$ cat src/rtl/pattern_scan_ctrl.sv
// Serial pattern scanner: counts (overlapping) occurrences of a latched
// bit pattern across a frame of valid/ready qualified serial bits.
module pattern_scan_ctrl #(
  parameter int PAT_LEN = 4,
  parameter int FRAME_W = 8,
  parameter int CNT_W   = 8
) (
  input  logic               clk,
  input  logic               reset,
  input  logic               start,
  input  logic               abort,
  input  logic [PAT_LEN-1:0] pattern,
  input  logic [FRAME_W-1:0] frame_len,
  input  logic               din,
  input  logic               din_valid,
  output logic               din_ready,
  output logic               busy,
  output logic               match,
  output logic [CNT_W-1:0]   match_count,
  output logic               overflow,
  output logic               done
);

  localparam int SW = $clog2(PAT_LEN + 1);

  typedef enum logic [1:0] {
    IDLE,
    SCAN,
    DONE
  } state_t;

  state_t state, state_nx;

  logic [PAT_LEN-1:0] pat_q;
  logic [PAT_LEN-1:0] hist;
  logic [PAT_LEN-1:0] hist_nx;
  logic [FRAME_W-1:0] len_q;
  logic [FRAME_W-1:0] cnt;
  logic [SW-1:0]      seen;
  logic [SW-1:0]      seen_nx;
  logic               take;
  logic               last;
  logic               hit;
  logic               go;
  logic               go_zero;

  always_comb begin
    take    = (state == SCAN) && din_valid && !abort;
    last    = (cnt == len_q - FRAME_W'(1));
    hist_nx = {hist[PAT_LEN-2:0], din};
    seen_nx = (seen == SW'(PAT_LEN)) ? seen : seen + SW'(1);
    hit     = take && (seen_nx == SW'(PAT_LEN)) && (hist_nx == pat_q);
    go      = (state == IDLE) && start;
    go_zero = go && (frame_len == '0);
  end

  always_ff @(posedge clk) begin
    if (reset) state <= IDLE;
    else       state <= state_nx;
  end

  always_comb begin
    state_nx  = state;
    busy      = (state != IDLE);
    din_ready = (state == SCAN);
    done      = (state == DONE);
    case (state)
      IDLE: begin
        if (start) state_nx = (frame_len == '0) ? DONE : SCAN;
      end
      SCAN: begin
        if (abort)                  state_nx = IDLE;
        else if (din_valid && last) state_nx = DONE;
      end
      DONE:    state_nx = IDLE;
      default: state_nx = IDLE;
    endcase
  end

  always_ff @(posedge clk) begin
    if (reset) begin
      pat_q       <= '0;
      len_q       <= '0;
      hist        <= '0;
      seen        <= '0;
      cnt         <= '0;
      match       <= 1'b0;
      match_count <= '0;
      overflow    <= 1'b0;
    end else begin
      match <= hit;
      if (go) begin
        if (!go_zero) begin
          pat_q <= pattern;
          len_q <= frame_len;
          hist  <= '0;
          seen  <= '0;
          cnt   <= '0;
        end
        match_count <= '0;
        overflow    <= 1'b0;
      end
      if (take) begin
        hist <= hist_nx;
        seen <= seen_nx;
        cnt  <= cnt + FRAME_W'(1);
        // saturate rather than wrap; overflow stays set until next start
        if (hit) begin
          if (&match_count) overflow    <= 1'b1;
          else              match_count <= match_count + CNT_W'(1);
        end
      end
    end
  end

endmodule

$ cat config.mk
export PLATFORM = sky130hd
export DESIGN_NAME = pattern_scan_ctrl
export DESIGN_NICKNAME = d
export VERILOG_FILES = /design/src/rtl/pattern_scan_ctrl.sv
export SDC_FILE = /design/constraint.sdc
export NUM_CORES = 1
export LEC_CHECK = 0
export ABC_AREA = 1
export BUFFER_PORTS_ARGS = -buffer_cell sky130_fd_sc_hd__buf_4
export CAP_MARGIN = 30
export CORE_ASPECT_RATIO = 0.7
export CORE_UTILIZATION = 45
export DETAILED_ROUTE_END_ITERATION = 8
export GPL_ROUTABILITY_DRIVEN = 0
export PLACE_DENSITY = 0.73
export SLEW_MARGIN = 0
export SYNTH_ARGS = -nofsm -noshare
export SYNTH_HDL_FRONTEND = slang
export SYNTH_SLANG_ARGS = --single-unit
$ cat constraint.sdc
create_clock -name clk -period 1.65 [get_ports clk]
set_input_delay 0.0825 -clock clk [delete_from_list [all_inputs] [get_ports clk]]
set_output_delay 0.0825 -clock clk [all_outputs]
set_load 0.01 [all_outputs]
==> impl_results.md <==
- Yosys reg bits: 38
- IO Pins: 31
- Top routing layer in use: met4
- Vias: 2,106
- Final Critical Period: 1540 ps
- Crit path required time: 1870 ps
- WL final: 5120 µm
- Layout cells sized above 1: 25.2%
- Met3 WL: 375 µm
- Mapped cell area: 2200 µm²
- Critical path buffers and inverters: 1
- Pwr per Cell Area: 727 nW/µm²
- Met1 wire length: 2600 µm
- Syn avg cell area: 6.97 µm²
- Worst r2r src: seen[0]
- Synth warnings: 0
- Dpl hpwl: 3850 µm
- Fin. Hold Viols: 0
- RR Endpoint: match_count[7]
- CTS tree: built
- Final Core Density: 60.4%
- Critical Path Fanout Max: 8
- Clk_lat worst skew: 290 ps
- Antenna fix cells: 0
- Worst R2R Path Depth: 9
- Leading area contributor after synthesis: dfxtp_1
- # hold bufs at CTS: 0
- Max-Cap Viols: 0
- Tightest Hold Check Type: primary input to flip-flop
- Setup violators final: 0
- Total track usage: 21.1%
- Crit path kind: flip-flop to flip-flop
- Nets: 379
- Die X: 85.6 µm
- Cell breakdown of the critical path: inv_2 -> ha_4 -> nand2_4 -> xor2_4 -> nor3_4 -> nand2_2 -> nor2_8 -> o21ai_1 -> a21oi_1
- Crit-path leading delay family: simple AND/OR/NAND/NOR gates
- Post-route ant nets: 0
- Status: finished clean
- Synth top area share: 34.5%
- Root cell of the clock tree: clkbuf_8
- Worst R2R Setup Slack: 110 ps
- Arr. time, crit path: 1760 ps
- Share of flip-flops with an asynchronous set or reset: 0%
- Core ar.: 4500 µm²
- Initial antenna violation count: 0
- Post-Synthesis Cells: 316
- Peak supply drop: 0.454 mV
- Die area: 5180 µm²
- Area grow syn2layout: 23.5%
- Post-Syn Nets: 339
- Max-slew violations: 0
- Post-Layout Inst Area: 2720 µm²
- Cell Area, Placed: 2500 µm²
- Most used DFF post-synth: dfxtp_1
- Row count: 20
- Die height: 60.5 µm
- CTS clk-pin slew, worst paths: 70 ps
- Routed length on met2: 2110 µm
- Worst-margin pin slew: 543 ps
- # DRC: 0
- Hold Crit Depth: 3
- Number of flops mapped to enable cells by yosys: 0
- Iter 0 DRT Violations: 172
- Synth top area cells: dfxtp_1 (35%), nand2_1 (12%), nor2_1 (7.8%)
- Slew headroom: 63.7%
- GRT overflow: 0
- Type of origin of the critical path: flip-flop
- Largest net degree at the start of global routing: 23
- Max Root-Sink Buffers: 2
- Final setup skew: 4.61 ps
- Max stage delay on crit path: 360 ps
- Initial core utilization: 48.9%
- Seq/Total Area, Yosys: 34.5%
- Hold_sp: pattern[2]
- H-tree levels: 2
- I/O Buffers: 30
- Clk sinks: 38
- First-pass GRT wire length: 8450 µm
- Cts bufs inserted: 5
- Total iterations of the first detailed-routing run: 5
- Vias in the first global route: 1,771
- Final period util: 93.5%
- Fmax: 0.648 GHz
- Wire length per cell: 12.4 µm
- CP max-delay cell: dfxtp_4
- Netlist cell types: 34
- Via density per instance: 5.11
- Hold Crit Endpoint: pat_q[2]
- CP endpoint kind: flip-flop
- Leakage: 1.19 nW
## metal layers
metal,GRT usage (%),vias to the layer above
met5,0,-
met4,4.29,0
met3,5.99,5
met2,31.5,66
met1,30.6,933
li1,-,1102
## logic make-up (layout without fill, tap and decap cells)
group                    after synthesis  after routing  share of synthesized area [%]
AO/OA/AOI/OAI                         57             57                           14.0
XOR/XNOR                              12             12                           4.77
adder cells (fa/ha/maj)                5              5                           2.84
buffers and inverters                 40             81                           7.33
flip-flops                            38             38                           34.5
AND/OR/NAND/NOR                      164            164                           36.5
## cell usage in the layout (no fill, tap or decap), drive strengths merged
master  instances
a21oi          29
dfxtp          38
nor2           52
clkinv          2
xnor2           3
ha              5
nor3            5
or2             1
a211oi          2
a22oi           1
nor3b           1
clkbuf          7
o221ai          1
nand4           3
nand2          77
inv            32
buf            40
nand3b          1
o21ai          24
nand3          24
xor2            9
## layout make-up
| cell class | instances | area, µm² |
|---|---|---|
| timing repair buffer | 40 | 300 |
| clock buffer | 7 | 86.3 |
| tap | 55 | 68.8 |
| multi-input combinational | 238 | 1360 |
| inverter | 33 | 126 |
| fill | 393 | 1780 |
| sequential | 38 | 769 |
| clock inverter | 1 | 5.00 |
## stage by stage
stage | setup TNS (ps) | setup slack (ps) | power [mW] | std cells | hold slack [ps]
finish | 0 | 108 | 1.98 | 412 | 33.3
global route | -8.16 | -8.16 | 2.08 | 412 | 36.8
CTS | 0 | 20.8 | 1.97 | 408 | 30.3
detailed placement | 0 | 0.492 | 1.31 | 400 | 328
global placement | 0 | 19.0 | 1.31 | 400 | 322
floorplan | 0 | 108 | 1.21 | 316 | 156
## power breakdown
| group | leakage (nW) | switching (mW) | internal, mW | total, mW |
|---|---|---|---|---|
| clock | 0.0482 | 0.326 | 0.337 | 0.663 |
| sequential | 0.312 | 0.0300 | 0.947 | 0.977 |
| combinational | 0.830 | 0.204 | 0.132 | 0.337 |
## timing repair
item	CTS	global route
endpoints found under the hold margin	0	0
buffers inserted	0	4
pin swaps	0	5
setup endpoints to repair	1	21
gates resized for setup	1	23
## synthesized netlist by cell type, types with 2 or more instances
cell type,count
nand2_1,73
nor2_1,46
dfxtp_1,38
a21oi_1,27
inv_1,26
nand3_1,21
o21ai_1,17
xor2_1,9
o21ai_0,7
ha_1,5
inv_2,5
nor2_2,4
clkbuf_1,3
nand4_1,3
nor3_2,3
xnor2_1,3
a21oi_2,2
buf_2,2
buf_4,2
nand2_2,2
nand2_4,2
nand3_2,2
nor2_8,2
nor3_4,2
## registers in the layout, indices dropped and copies added, names as in the netlist
| signal | count |
|---|---|
| cnt | 8 |
| len_q | 8 |
| match_count | 8 |
| pat_q | 4 |
| hist | 3 |
| seen | 3 |
| state | 2 |
| match | 1 |
| overflow | 1 |
## worst max-delay path by stage
stage	endpoint	slack, ps	from	cells past startpoint
floorplan	match_count[0]	110	match_count[1]	9
CTS	match_count[7]	20	seen[0]	7
global route	state[0]	-8	len_q[0]	12
global placement	state[0]	20	len_q[0]	12
finish	match_count[7]	110	seen[0]	9
detailed placement	state[0]	0.5	len_q[0]	12
## worst min-delay path, cell delays in order
cell,delay [ps]
buf_4,70
o21ai_1,60
nor2_1,70
Note: power is estimated with default switching activity, not from simulation.
